File: src/rtl/irq_ctrl_16.sv
// irq_ctrl_16 -- 16-source priority interrupt controller.
//
// Rising edges on irq[] latch sticky pending bits. Among pending sources
// not disabled by the mask register, the highest index is offered to the
// consumer. The consumer accepts it with ack and ends service with eoi.
// Only one interrupt is in flight at a time; there is no nesting.
//
// Ports:
//   clk         sole clock, rising edge
//   rst         asynchronous active-high reset
//   irq[15:0]   interrupt request lines, bit 15 highest priority
//   mask_we     load mask register from mask_wdata
//   mask_wdata  new mask value, 1 = source disabled
//   ack         consumer accepts the offered interrupt
//   eoi         consumer finished servicing the interrupt
//   irq_valid   an interrupt is being offered
//   irq_id      index of the offered / in-service source
//   busy        an interrupt is in service
//   pending     registered pending bits
module irq_ctrl_16 (
    input  logic        clk,
    input  logic        rst,
    input  logic [15:0] irq,
    input  logic        mask_we,
    input  logic [15:0] mask_wdata,
    input  logic        ack,
    input  logic        eoi,
    output logic        irq_valid,
    output logic [3:0]  irq_id,
    output logic        busy,
    output logic [15:0] pending
);

    typedef enum logic [1:0] {
        IDLE    = 2'd0,
        OFFER   = 2'd1,
        SERVICE = 2'd2
    } state_t;

    state_t      state;
    state_t      state_nxt;
    logic [15:0] irq_d;
    logic [15:0] mask;
    logic [15:0] edge_vec;
    logic [15:0] eligible;
    logic [15:0] clr_vec;
    logic [3:0]  sel_id;
    logic        id_load;
    logic        ack_take;

    // Highest set index wins; an all-zero vector encodes to 0 but is never
    // loaded because IDLE only latches when eligible is non-zero.
    function automatic logic [3:0] prio_enc(input logic [15:0] v);
        logic [3:0] r;
        r = 4'd0;
        for (int i = 0; i < 16; i++) begin
            if (v[i]) r = 4'(i);
        end
        return r;
    endfunction

    assign edge_vec = irq & ~irq_d;
    assign eligible = pending & ~mask;
    assign sel_id   = prio_enc(eligible);
    assign clr_vec  = ack_take ? (16'h0001 << irq_id) : 16'h0000;

    assign irq_valid = (state == OFFER);
    assign busy      = (state == SERVICE);

    always_comb begin
        state_nxt = state;
        id_load   = 1'b0;
        ack_take  = 1'b0;
        case (state)
            IDLE: begin
                if (|eligible) begin
                    state_nxt = OFFER;
                    id_load   = 1'b1;
                end
            end
            OFFER: begin
                if (ack) begin
                    state_nxt = SERVICE;
                    ack_take  = 1'b1;
                end
            end
            SERVICE: begin
                if (eoi) state_nxt = IDLE;
            end
            default: state_nxt = IDLE;
        endcase
    end

    always_ff @(posedge clk or posedge rst) begin
        if (rst) begin
            state <= IDLE;
        end else begin
            state <= state_nxt;
        end
    end

    // A fresh edge on the source being acknowledged must survive the clear,
    // so the set term is applied after the clear term.
    always_ff @(posedge clk or posedge rst) begin
        if (rst) begin
            irq_d   <= 16'h0000;
            pending <= 16'h0000;
            mask    <= 16'h0000;
            irq_id  <= 4'd0;
        end else begin
            irq_d   <= irq;
            pending <= (pending & ~clr_vec) | edge_vec;
            if (mask_we) mask <= mask_wdata;
            if (id_load) irq_id <= sel_id;
        end
    end

endmodule

File: config.mk
export PLATFORM = sky130hd
export DESIGN_NAME = irq_ctrl_16
export DESIGN_NICKNAME = d
export VERILOG_FILES = /design/src/rtl/irq_ctrl_16.sv
export SDC_FILE = /design/constraint.sdc
export NUM_CORES = 1
export LEC_CHECK = 0
export ABC_AREA = 1
export CAP_MARGIN = 20
export CORE_ASPECT_RATIO = 1.25
export CORE_MARGIN = 2
export CORE_UTILIZATION = 24
export DETAILED_ROUTE_END_ITERATION = 12
export GPL_TIMING_DRIVEN = 0
export PLACE_DENSITY = 0.43
export RECOVER_POWER = 25
export SLEW_MARGIN = 20
export SYNTH_ARGS = -nofsm -noshare
export SYNTH_HDL_FRONTEND = slang
export SYNTH_SLANG_ARGS = --single-unit
File: constraint.sdc
create_clock -name clk -period 5.24 [get_ports clk]
set_input_delay 1.572 -clock clk [delete_from_list [all_inputs] [get_ports clk]]
set_output_delay 1.572 -clock clk [all_outputs]
set_load 0.01 [all_outputs]
==> results of run 1 <==
==> per-layer routing <==
layer  vias to the layer above  wire length [um]  GRT usage, %
li1                        869                 -             -
met1                       774              2510          15.6
met2                        30              2700          19.5
met3                         6               167          2.38
met4                         0                82          3.90
met5                         -                 0             0
==> cell families (layout without fill, tap and decap cells) <==
family | Yosys count | in the layout | share of synthesized area, %
AOI/OAI and AO/OA | 57 | 57 | 13.8
and+or+nand+nor | 76 | 76 | 15.4
muxes | 1 | 1 | 0.520
DFF | 54 | 54 | 62.5
buffers and inverters | 45 | 111 | 7.87
==> path summary, 6_finish.rpt <==
| kind | cells past startpoint | start | to | slack (ps) |
|---|---|---|---|---|
| min | 1 | irq_d[8] | pending[8] | 410 |
| min in group asynchronous | 2 | rst | pending[1] | 2360 |
| min reg2reg | 1 | irq_d[8] | pending[8] | 410 |
| max reg2reg | 10 | pending[5] | irq_id[0] | 3680 |
| max | 2 | rst | pending[11] | 1810 |
| max in group clk | 3 | state[1] | busy | 2230 |
==> cell usage after synthesis <==
cell type and instances:
dfrtp_1 54, nand2_1 51, o21ai_1 34, inv_1 32, o21ai_0 16, inv_2 9, nand3_1 9, nor2_1 8
a31oi_1 3, clkbuf_1 2, nand2_2 2, nand3_2 2, o31ai_1 2, a21oi_1 1, a21oi_2 1, buf_1 1
buf_2 1, mux2_2 1, nor2_2 1, nor2_4 1, nor3_2 1, or2_1 1
==> state kept, by name, summed over array words and instances (netlist names) <==
| signal | flops |
|---|---|
| pending | 16 |
| irq_id | 4 |
| irq_d | 16 |
| mask | 16 |
| state | 2 |
==> cells in the final DEF, fill, tap and decap left out <==
master / n
nor2_4: 1
inv_1: 32
a21oi_2: 1
o31ai_1: 2
nand3_1: 10
o21ai_1: 34
nand2_2: 1
buf_2: 1
clkbuf_8: 6
clkinvlp_2: 1
a31oi_1: 3
nor3_1: 1
nand2_1: 52
clkinv_2: 1
mux2_2: 1
inv_2: 8
a21oi_1: 1
clkdlybuf4s50_1: 39
nor2_2: 1
clkbuf_1: 3
nand3_2: 1
buf_1: 1
nor2_1: 8
dfrtp_1: 54
o21ai_0: 16
dlygate4sd3_1: 19
or2_1: 1
==> layout make-up <==
cell class | count | area, um^2
inverters | 41 | 155
clock buffers | 7 | 86.3
repair buffers | 58 | 581
well taps | 120 | 150
plain buffers | 4 | 16.3
fillers | 909 | 5730
flip-flops and latches | 54 | 1350
clock inverters | 1 | 5.00
multi-input cells | 134 | 629
==> metrics by stage <==
step / utilization, % / power, mW / instances / setup slack (ps) / hold slack, ps
2_1_floorplan: - / 0.666 / 233 / 2350 / 392
3_3_place_gp: 33.3 / 0.812 / 411 / 1230 / 394
3_5_place_dp: 33.3 / 0.812 / 411 / 2360 / 397
4_1_cts: 34.3 / 1.06 / 419 / 2200 / 411
5_1_grt: 34.2 / 1.10 / 419 / 1380 / 422
6_report: 34.2 / 1.03 / 419 / 1810 / 409
==> power by group <==
group          switching, mW  internal [mW]  total, mW
Clock                  0.133          0.107      0.240
Sequential            0.0470          0.465      0.512
Combinational          0.151          0.126      0.277
==> impl_metrics.csv, run 1 <==
group,metric,value,unit
outcome,status,"complete, but fails checks",
outcome,failed_checks,"capacitance limit, slew limit",
layout,antennaDiodeCount,0,
clock_network,postCtsSetupBuffers,0,
die,row_count,38,
clock_network,h-tree-depth,2,
clock_network,clk_latency,300,ps
power_and_ir_drop,power.density,346,mW/mm^2
die,ioPinCount,59,
clock_network,clock_path_buffers,2,
global_route,grt_max_degree,55,
layout,drive_above_1_share,7.69,%
synth,synthesis.yosys.warnings,0,
timing,skew,4.91,ps
die,die_area,0.00979,mm^2
clock_network,postCtsHoldBufs,0,
die,die_h,110,um
clock_network,cts_buffers,5,
drt,drt-wirelength-per-cell,13.0,um
timing,rsz0062_at_grt,"no",
setup_path,crit_fanout,54,
timing,fmax,292,MHz
drt,remaining_drc_errors,0,
synth,synth_area_leader_cell,"dfrtp_1",
setup_path,cp.required,5310,ps
layout,syn2layout_area_growth,37.5,%
synth,synthCells,233,
drt,vias_per_cell,4.01,
synth,syn_area,0.00216,mm^2
die,die_w,88.9,um
global_route,antenna_found_initial,0,
setup_path,path_delay_family,"buffers and inverters",
setup_path,path_buf_inv,2,
flow_run,drv_cap,1,
place,hpwl,4190,um
timing,tightest_slew,2380,ps
timing,fin_crit_sh,65.4,%
die,core,0.00870,mm^2
drt,drtIter0Drc,57,
power_and_ir_drop,peakVddDrop,0.125,mV
synth,synth_area_leaders,"dfrtp_1 62%, nand2_1 8.8%, o21ai_1 7.9%",
setup_path,critPathMaxStageDelay,1360,ps
synth,synth_top_area_share,62.5,%
synth,ys_seq_elements,54,
global_route,grtUsageTotal,11.9,%
setup_path,start_kind,"input pin",
worst_hold_path,min_path_type,"reg2reg",
setup_path,critical_path_class,"in2async",
setup_path,crit_chain,"dlygate4sd3_1 > clkinvlp_2",
die,start_util,24.9,%
timing,timing.setup.tns,0,ps
synth,ys_types,22,
setup_path,worstPathArrival,3500,ps
clock_network,clkSinkCount,54,
timing,maxSlewHeadroom,-59.6,%
layout,design.final.nets,335,
clock_network,clk_pin_slew,90,ps
synth,synth-seq-area-share,62.5,%
setup_path,cp-end-kind,"async pin",
synth,synth.avg_cell_area,9.28,um^2
drt,drtPass1Iterations,4,
place,gp_congestion,0.768,
timing,setup_viol,0,
place,port_buffers,58,
timing,maxSlewViolCount,55,
global_route,first_global_vias,1726,
clock_network,cts_resized,0,
synth,syn-num-nets,270,
setup_path,slowest_stage,"clkinvlp_2",
power_and_ir_drop,power.leakage,1.34,nW
layout,finalInstanceArea,0.00297,mm^2
global_route,overflow,0,
clock_network,tritoncts,"done",
global_route,grt_pass1_wl,8710,um
timing,hold_viol,0,
drt,routed_wl,5460,um
drt,vias,1679,
drt,postRouteAntennaNets,0,
clock_network,cts_root_buf,"clkbuf_8",
place,place_area,0.00290,mm^2
timing,min_period,3430,ps
Note: power is estimated with default switching activity, not from simulation.
==> run 2: changes to the inputs <==
==> constraint.sdc (replaced) <==
create_clock -name clk -period 3.2 [get_ports clk]
set_input_delay 0.96 -clock clk [delete_from_list [all_inputs] [get_ports clk]]
set_output_delay 0.96 -clock clk [all_outputs]
set_load 0.01 [all_outputs]
==> impl_metrics.csv, run 2 (synthesized netlist as in run 1, its figures left out) <==
group,metric,value,unit
place,hpwl,4190,um
drt,postRouteAntennaNets,0,
layout,regArea,0.00135,mm^2
layout,reg_top3,"irq_d (16), mask (16), pending (16)",
drt,vias_per_cell,4.01,
layout,design.final.nets,335,
timing,fin_crit_sh,74.9,%
clock_network,postCtsHoldBufs,0,
clock_network,clk_latency,300,ps
setup_path,cp-end-kind,"primary output",
outcome,status,"finished clean",
timing,hold_viol,0,
timing,tightest_slew,1120,ps
timing,rsz0062_at_grt,"no",
die,die_w,88.9,um
drt,remaining_drc_errors,0,
clock_network,tritoncts,"done",
clock_network,clkSinkCount,54,
layout,antennaDiodeCount,0,
drt,vias,1679,
place,gp_congestion,0.768,
setup_path,ff2ff_path_depth,10,
die,core,0.00870,mm^2
timing,min_period,2400,ps
worst_hold_path,hold_end,"pending[8]",
timing,maxSlewViolCount,0,
die,die_area,0.00979,mm^2
drt,drtIter0Drc,57,
layout,syn2layout_area_growth,37.4,%
die,start_util,24.9,%
die,row_count,38,
power_and_ir_drop,peakVddDrop,0.205,mV
global_route,grt_pass1_wl,8710,um
layout,fillCellCount,909,
global_route,antenna_found_initial,0,
power_and_ir_drop,power.density,567,mW/mm^2
setup_path,ff2ff_setup_slack,1640,ps
layout,multi_input_area,629,um^2
timing,finalHoldWorstSlack,409,ps
clock_network,clk_pin_slew,90,ps
power_and_ir_drop,power.leakage,1.34,nW
setup_path,crit_fanout,3,
global_route,first_global_vias,1726,
global_route,grt_max_degree,55,
timing,maxSlewHeadroom,25.2,%
global_route,grtUsageTotal,11.9,%
clock_network,cts_root_buf,"clkbuf_8",
layout,final_common_cell,"dfrtp_1",
setup_path,r2r-end,"irq_id[0]",
layout,drive_above_1_share,7.69,%
flow_run,drv_cap,0,
clock_network,cts_resized,0,
drt,drtPass1Iterations,4,
die,die_h,110,um
timing,timing.setup.tns,0,ps
setup_path,cp.required,2240,ps
place,port_buffers,58,
clock_network,postCtsSetupBuffers,0,
setup_path,worstPathArrival,1440,ps
worst_hold_path,min_from,"irq_d[8]",
setup_path,crit_start,"state[1]",
clock_network,h-tree-depth,2,
layout,mostFrequentLayoutCells,"54 x dfrtp_1, 52 x nand2_1, 39 x clkdlybuf4s50_1, 34 x o21ai_1, 32 x inv_1",
worst_hold_path,whs_path_depth,1,
die,ioPinCount,59,
timing,skew,4.91,ps
drt,routed_wl,5460,um
setup_path,start_kind,"flop",
setup_path,reg2reg_from,"pending[5]",
global_route,overflow,0,
worst_hold_path,min_path_type,"reg2reg",
clock_network,clock_path_buffers,2,
timing,setup_viol,0,
timing,fmax,417,MHz
clock_network,cts_buffers,5,
drt,drt-wirelength-per-cell,13.0,um
setup_path,critical_path_class,"reg2out",
==> run 2: how the worst max path moves through the flow <==
stage                            end  slack (ps)  cells after the start
after floorplan             irq_d[0]         930                      1
after global placement      state[0]        -200                      2
after detailed placement  pending[1]         930                      6
after CTS                       busy         770                      3
after global routing            busy         700                      3
final                           busy         800                      3
==> run 2: layout make-up <==
class	instances	share of cell area [%]
Multi-Input combinational cell	134	21.2
Sequential cell	54	45.5
Timing Repair Buffer	58	19.5
Buffer	4	0.547
Inverter	41	5.18
Clock inverter	1	0.168
Clock buffer	7	2.90
Tap cell	120	5.05
==> run 2: stage by stage <==
step           util [%]  power [mW]  cell area, um^2  cells  setup WS [ps]
6_report           34.2        1.69             2970    419            802
5_1_grt            34.2        1.80             2970    419            696
4_1_cts            34.3        1.73             2990    419            771
3_5_place_dp       33.3        1.33             2900    411            927
3_3_place_gp       33.3        1.33             2890    411           -201
2_1_floorplan         -        1.09             2160    233            925
==> run 2: worst max-delay path, stage by stage, from the launching register on <==
cell             delay [ps]
dfrtp_1                 410
inv_1                    80
nor2_1                  100
clkdlybuf4s50_1         540
==> run 2: layer usage <==
metal | up-vias | track usage (%) | wire length [um] | share of wire, %
met3 | 6 | 2.38 | 167 | 3.1
li1 | 869 | - | - | -
met2 | 30 | 19.5 | 2700 | 49
met1 | 774 | 15.6 | 2510 | 46
met4 | 0 | 3.90 | 82 | 1.5
met5 | - | 0 | 0 | 0
==> run 2: where the power goes <==
part / internal, mW / leakage [nW] / switching (mW)
clock network: 0.175 / 0.0482 / 0.218
logic: 0.206 / 0.704 / 0.248
registers: 0.762 / 0.588 / 0.0770
total: 1.14 / 1.34 / 0.543
